File: src/rtl/fetch_unit.sv
// fetch_unit: decoupled instruction-fetch front end.
//
// Issues one fetch per cycle to a 1-cycle-latency synchronous imem, buffers the
// responses as {pc, instr} in a DEPTH-entry prefetch FIFO and hands them to decode
// over a valid/ready handshake. Decode can redirect the fetch stream (flush and
// refetch at a new target) or request a sticky halt. test_halt freezes the unit
// for the bench without losing an in-flight response.
//
// Ports:
//   clk, reset         clock; synchronous active-high reset
//   test_halt          freeze: no issue, no output, pc holds
//   halt_req           permanent halt request from decode (wins over redirect)
//   redirect_valid/pc  taken branch; target bits [1:0] forced to zero
//   imem_req_valid     fetch request this cycle, address on imem_addr (== pc)
//   imem_rdata         instruction for the request issued in the previous cycle
//   out_valid/instr/pc head of the prefetch FIFO towards decode
//   out_ready          decode accepts the head entry
//   pc                 next address to fetch
//   halted             sticky halt status
//   perf_fetched/flushed (only with FETCH_PERF_EN) saturating 32-bit counters of
//                      accepted pops and of entries/responses discarded by a flush
//
// Optional feature macro: FETCH_PERF_EN.
module fetch_unit #(
  parameter int unsigned      ADDR_W  = 64,
  parameter int unsigned      INSTR_W = 32,
  parameter int unsigned      DEPTH   = 4,
  parameter logic [ADDR_W-1:0] INIT_PC = '0
) (
  input  logic               clk,
  input  logic               reset,
  input  logic               test_halt,
  input  logic               halt_req,
  input  logic               redirect_valid,
  input  logic [ADDR_W-1:0]  redirect_pc,
  output logic               imem_req_valid,
  output logic [ADDR_W-1:0]  imem_addr,
  input  logic [INSTR_W-1:0] imem_rdata,
  output logic               out_valid,
  output logic [INSTR_W-1:0] out_instr,
  output logic [ADDR_W-1:0]  out_pc,
  input  logic               out_ready,
  output logic [ADDR_W-1:0]  pc,
  output logic               halted
`ifdef FETCH_PERF_EN
  ,
  output logic [31:0]        perf_fetched,
  output logic [31:0]        perf_flushed
`endif
);

  localparam int unsigned PtrW = $clog2(DEPTH);
  localparam int unsigned CntW = PtrW + 1;

  logic [ADDR_W-1:0]  pc_q, pc_d;
  logic               halted_q, halted_d;
  logic               inflight_q, inflight_d;
  logic [ADDR_W-1:0]  inflight_addr_q, inflight_addr_d;
  logic [PtrW-1:0]    rd_ptr_q, rd_ptr_d;
  logic [PtrW-1:0]    wr_ptr_q, wr_ptr_d;
  logic [CntW-1:0]    count_q, count_d;
  logic [ADDR_W-1:0]  fifo_pc_q    [DEPTH];
  logic [INSTR_W-1:0] fifo_instr_q [DEPTH];

  logic [CntW:0] occupancy;
  logic          credit_ok;
  logic          issue;
  logic          flush;
  logic          pop;
  logic          push;
  logic          unused_redirect_lsbs;

  assign unused_redirect_lsbs = ^redirect_pc[1:0];

  // Entries buffered plus the one response still owed by imem must fit.
  assign occupancy = (CntW+1)'(count_q) + (CntW+1)'(inflight_q);
  assign credit_ok = occupancy < (CntW+1)'(DEPTH);

  assign issue = !reset && !halted_q && !test_halt && !redirect_valid && !halt_req && credit_ok;
  assign flush = !halted_q && (halt_req || redirect_valid);

  assign out_valid = !reset && (count_q != '0) && !test_halt && !halted_q;
  assign pop       = out_valid && out_ready;
  // A response landing in a flush cycle belongs to the old stream and is dropped.
  assign push      = inflight_q && !halted_q && !flush;

  assign imem_req_valid = issue;
  assign imem_addr      = pc_q;
  assign pc             = pc_q;
  assign halted         = halted_q;
  assign out_instr      = fifo_instr_q[rd_ptr_q];
  assign out_pc         = fifo_pc_q[rd_ptr_q];

  always_comb begin
    pc_d            = pc_q;
    halted_d        = halted_q;
    inflight_d      = issue;
    inflight_addr_d = inflight_addr_q;
    rd_ptr_d        = rd_ptr_q;
    wr_ptr_d        = wr_ptr_q;
    count_d         = count_q;

    if (issue) begin
      pc_d            = pc_q + ADDR_W'(4);
      inflight_addr_d = pc_q;
    end

    if (flush) begin
      rd_ptr_d = wr_ptr_q;
      count_d  = '0;
      if (halt_req) begin
        halted_d = 1'b1;
      end else begin
        pc_d = {redirect_pc[ADDR_W-1:2], 2'b00};
      end
    end else begin
      if (pop) begin
        rd_ptr_d = rd_ptr_q + PtrW'(1);
      end
      if (push) begin
        wr_ptr_d = wr_ptr_q + PtrW'(1);
      end
      count_d = count_q + CntW'(push) - CntW'(pop);
    end
  end

  always_ff @(posedge clk) begin
    if (reset) begin
      pc_q            <= INIT_PC;
      halted_q        <= 1'b0;
      inflight_q      <= 1'b0;
      inflight_addr_q <= '0;
      rd_ptr_q        <= '0;
      wr_ptr_q        <= '0;
      count_q         <= '0;
    end else begin
      pc_q            <= pc_d;
      halted_q        <= halted_d;
      inflight_q      <= inflight_d;
      inflight_addr_q <= inflight_addr_d;
      rd_ptr_q        <= rd_ptr_d;
      wr_ptr_q        <= wr_ptr_d;
      count_q         <= count_d;
    end
  end

  // Storage needs no reset: count_q alone decides what is valid.
  always_ff @(posedge clk) begin
    if (!reset && push) begin
      fifo_pc_q[wr_ptr_q]    <= inflight_addr_q;
      fifo_instr_q[wr_ptr_q] <= imem_rdata;
    end
  end

`ifdef FETCH_PERF_EN
  logic [31:0] perf_fetched_q, perf_fetched_d;
  logic [31:0] perf_flushed_q, perf_flushed_d;
  logic [CntW:0] discard_cnt;
  logic [32:0]   flushed_sum;

  // A pop in the flush cycle is consumed by decode, not discarded.
  assign discard_cnt = flush ? ((CntW+1)'(count_q) - (CntW+1)'(pop) + (CntW+1)'(inflight_q))
                             : '0;
  assign flushed_sum = {1'b0, perf_flushed_q} + 33'(discard_cnt);

  always_comb begin
    perf_fetched_d = perf_fetched_q;
    perf_flushed_d = perf_flushed_q;
    if (pop && (perf_fetched_q != 32'hFFFF_FFFF)) begin
      perf_fetched_d = perf_fetched_q + 32'd1;
    end
    perf_flushed_d = flushed_sum[32] ? 32'hFFFF_FFFF : flushed_sum[31:0];
  end

  always_ff @(posedge clk) begin
    if (reset) begin
      perf_fetched_q <= '0;
      perf_flushed_q <= '0;
    end else begin
      perf_fetched_q <= perf_fetched_d;
      perf_flushed_q <= perf_flushed_d;
    end
  end

  assign perf_fetched = perf_fetched_q;
  assign perf_flushed = perf_flushed_q;
`endif

endmodule
File: config.mk
export PLATFORM = sky130hd
export DESIGN_NAME = fetch_unit
export DESIGN_NICKNAME = d
export VERILOG_FILES = /design/src/rtl/fetch_unit.sv
export SDC_FILE = /design/constraint.sdc
export NUM_CORES = 1
export LEC_CHECK = 0
export CAP_MARGIN = 20
export CORE_MARGIN = 1
export CORE_UTILIZATION = 49
export DETAILED_ROUTE_END_ITERATION = 12
export PLACE_DENSITY = 0.77
export SKIP_LAST_GASP = 1
export SLEW_MARGIN = 0
export SYNTH_ARGS = -nofsm -noshare
export SYNTH_HDL_FRONTEND = slang
export SYNTH_SLANG_ARGS = --single-unit
File: constraint.sdc
create_clock -name clk -period 4.7 [get_ports clk]
set_input_delay 0.94 -clock clk [delete_from_list [all_inputs] [get_ports clk]]
set_output_delay 0.94 -clock clk [all_outputs]
set_load 0.005 [all_outputs]
==> impl_metrics.yaml <==
placement:
  place_hpwl_um: 32000
  io_buffers: 320
  post-place-cells: 2154
  place_congestion: 0.782
  placed_cell_area_mm2: 0.0240
sta:
  timing.final.crit_share: 0.833
  max_freq_mhz: 255
  period_minus_slack_ns: 3.91
  drv_slew: 0
  fin_tns_setup_ns: 0
  finalSetupViolCount: 0
  worst-slew-pin-transition_ns: 1.06
  hold_viol: 0
  skew_ns: 0.0267
  relSlewSlack: 0.292
  rsz0062_at_grt: "no"
clocking:
  cts_tree: "yes"
  clock_sinks: 511
  post-cts-setup-buffer-count: 0
  clk_latency_ns: 0.59
  h-tree-depth: 2
  cts_resized: 0
  clockRootBuffer: "clkbuf_16"
  path_clk_slew_ns: 0.07
  clock_path_buffers: 3
  cts_hold_buf: 0
  cts_made_buffers: 51
worst_setup_path:
  cp.required_ns: 3.76
  cp-start-kind: "flop"
  r2r_setup_slack_ns: 1.54
  cpMaxStageDelayCell: "dfxtp_4"
  crit_path_end_kind: "output port"
  critPathTopFamily: "buffers and inverters"
  slowest_delay_ns: 0.81
  crit_buf_inv: 2
  crit_type: "flop to output port"
  cp_max_fo: 31
  critical_path_arrival_ns: 2.97
  r2r-end: "imem_addr[59]$_SDFF_PP0_"
  path_cells: "buf_4, mux4_2, clkdlybuf4s50_1"
  reg2reg_from: "count_q[1]$_SDFF_PP0_"
  r2r_cells: 7
routing:
  num_vias: 13110
  drtIter0Drc: 1013
  wl_met1_um: 21100
  drc: 0
  wirelength_um: 51400
  ant_nets: 0
  drtPass1Iterations: 5
  viasPerCell: 5.82
  route.met3.wl_um: 4360
  dr_wl_met2_um: 24900
  highest_layer: "met5"
  wl_per_cell_um: 22.8
die:
  rows: 74
  dieHeight_um: 208
  dieArea_mm2: 0.0431
  ios: 329
  initial_core_util: 0.502
  coreArea_mm2: 0.0413
  die_width_um: 208
synth:
  syn_inst: 1426
  synth_seq_cells: 511
  async_reset_ff_frac: 0
  synth-edff-count: 376
  ys_types: 55
  ys_warn_count: 0
  yosysSeqAreaShare: 0.676
  synth_ff_type: "edfxtp_1"
  syn_area_mm2: 0.0207
  synth_area_per_cell_um2: 14.5
worst_hold_path:
  hold_start: "inflight_addr_q[42]$_SDFFE_PP0N_"
  holdPathStages: 2
  hold_end: "inflight_addr_q[42]$_SDFFE_PP0N_"
  min_path_type: "flop to flop"
cells_and_area:
  final_cell_mix: "edfxtp_1, clkdlybuf4s50_1, nand2_1, dfxtp_1, nor2_1"
  layout_commonest_cell: "edfxtp_1"
  final_cells: 2251
  fillers: 3102
  drive_gt1_frac: 0.122
  fin_area_mm2: 0.0257
  regArea_mm2: 0.0140
  nets: 1785
  syn_to_final_growth_pct: 24.2
  multi_input_area_mm2: 0.00584
power_and_ir_drop:
  p_leak_uw: 0.00747
  p_sw_frac: 0.208
  p_sw_uw: 2010
  comb_power_share: 0.061
  clkPwrFrac: 0.426
  seq_power_share: 0.513
  internal_power_uw: 7650
  peakVddDrop_uv: 262
  power.density_mw_per_mm2: 376
  power_uw: 9670
global_route:
  grt_pass1_vias: 12969
  antenna_found_initial: 6
  grt_remaining_overflow: 0
  grt_pass1_wl_um: 77600
  grt_max_degree: 95
  gr-usage-all-layers: 0.237
status:
  status: "completed"
flow_run:
  cap_viol_max_count: 0
## worst reg2reg max path, cell delays in order (launching register included)
cell       delay [ns]
dfxtp_1          0.38
ha_1             0.24
a311oi_2         0.38
nand3_1          0.12
buf_4            0.20
or3_1            0.74
o41a_1           0.56
a2111oi_1        0.41
## layout make-up
cell class	instances	share of cell area
multi-input combinational	754	0.227
timing repair buffer	345	0.135
clock inverter	29	0.0138
sequential	511	0.544
clock buffer	65	0.0521
inverter	12	0.00175
antenna	3	0.000292
tap	532	0.0259
## through the flow
stage	util	hold WS (ns)	setup WS, ns
floorplan	-	0.460	0.0873
global placement	0.582	0.468	0.835
detailed placement	0.582	0.485	0.739
CTS	0.623	0.493	0.681
global route	0.623	0.503	0.600
finish	0.623	0.493	0.786
## cells in the mapped netlist, types with 2 or more instances
cell type | instances | area (um2)
edfxtp_1 | 376 | 11300
nand2_1 | 169 | 634
dfxtp_1 | 135 | 2700
nor2_1 | 100 | 375
mux4_2 | 94 | 2120
buf_4 | 74 | 556
a21oi_1 | 64 | 320
clkbuf_1 | 53 | 199
nor4_1 | 50 | 313
nand3_1 | 27 | 135
a211oi_1 | 25 | 188
xnor2_1 | 24 | 210
and2_1 | 20 | 125
buf_1 | 20 | 75.1
nand4_1 | 20 | 125
a311oi_1 | 16 | 140
nor3_1 | 16 | 80.1
and3_1 | 14 | 87.6
inv_1 | 12 | 45.0
o31a_1 | 12 | 105
and4_1 | 11 | 96.3
or4_1 | 11 | 82.6
or3_1 | 9 | 56.3
ha_1 | 7 | 87.6
o41a_1 | 7 | 78.8
buf_2 | 6 | 30.0
o31ai_1 | 6 | 45.0
a2111oi_1 | 5 | 50.1
o21ai_0 | 5 | 25.0
xor2_1 | 5 | 43.8
a2111oi_0 | 3 | 26.3
a31oi_1 | 2 | 12.5
nor2b_1 | 2 | 12.5
nor3b_1 | 2 | 15.0
o211ai_1 | 2 | 15.0
o21ai_1 | 2 | 10.0
or4_4 | 2 | 22.5
## sequential cells by signal, indices dropped and copies added (netlist names), named ones only
register	count
imem_addr	62
rd_ptr_q	2
inflight_q	1
fifo_instr_q	128
wr_ptr_q	2
fifo_pc_q	248
inflight_addr_q	62
count_q	3
halted	1
## cell families after synthesis
group	after synthesis	synth area share
flops	511	0.676
mux	94	0.102
xor+xnor	29	0.0123
buf+inv	166	0.0442
simple gates	461	0.108
other cells	1	0.000181
compound gates	156	0.0523
fa+ha+maj	8	0.00519
## per-layer routing
layer | up-vias | track usage
met5 | - | 0
met3 | 86 | 0.0599
met1 | 6565 | 0.315
met4 | 6 | 0.0656
met2 | 535 | 0.388
li1 | 5918 | -
## power by group through the flow
stage	logic (uW)	clock network (uW)	registers [uW]
after floorplan	301	0	5000
after global placement	579	0	5060
after detailed placement	586	0	5060
after CTS	590	4200	4960
after global routing	625	4360	4970
final	586	4120	4960
## worst max path at each step
stage,startpoint,to,depth (start not counted)
CTS,flop,out_instr[24],3
floorplan,redirect_valid,fifo_instr_q[0][0]$_DFFE_PP_,3
global placement,halt_req,imem_addr[39]$_SDFF_PP0_,8
detailed placement,halt_req,imem_addr[63]$_SDFF_PP0_,7
finish,flop,out_instr[24],3
global route,flop,out_instr[24],3
No activity file was read; power rests on OpenSTA's default activity.
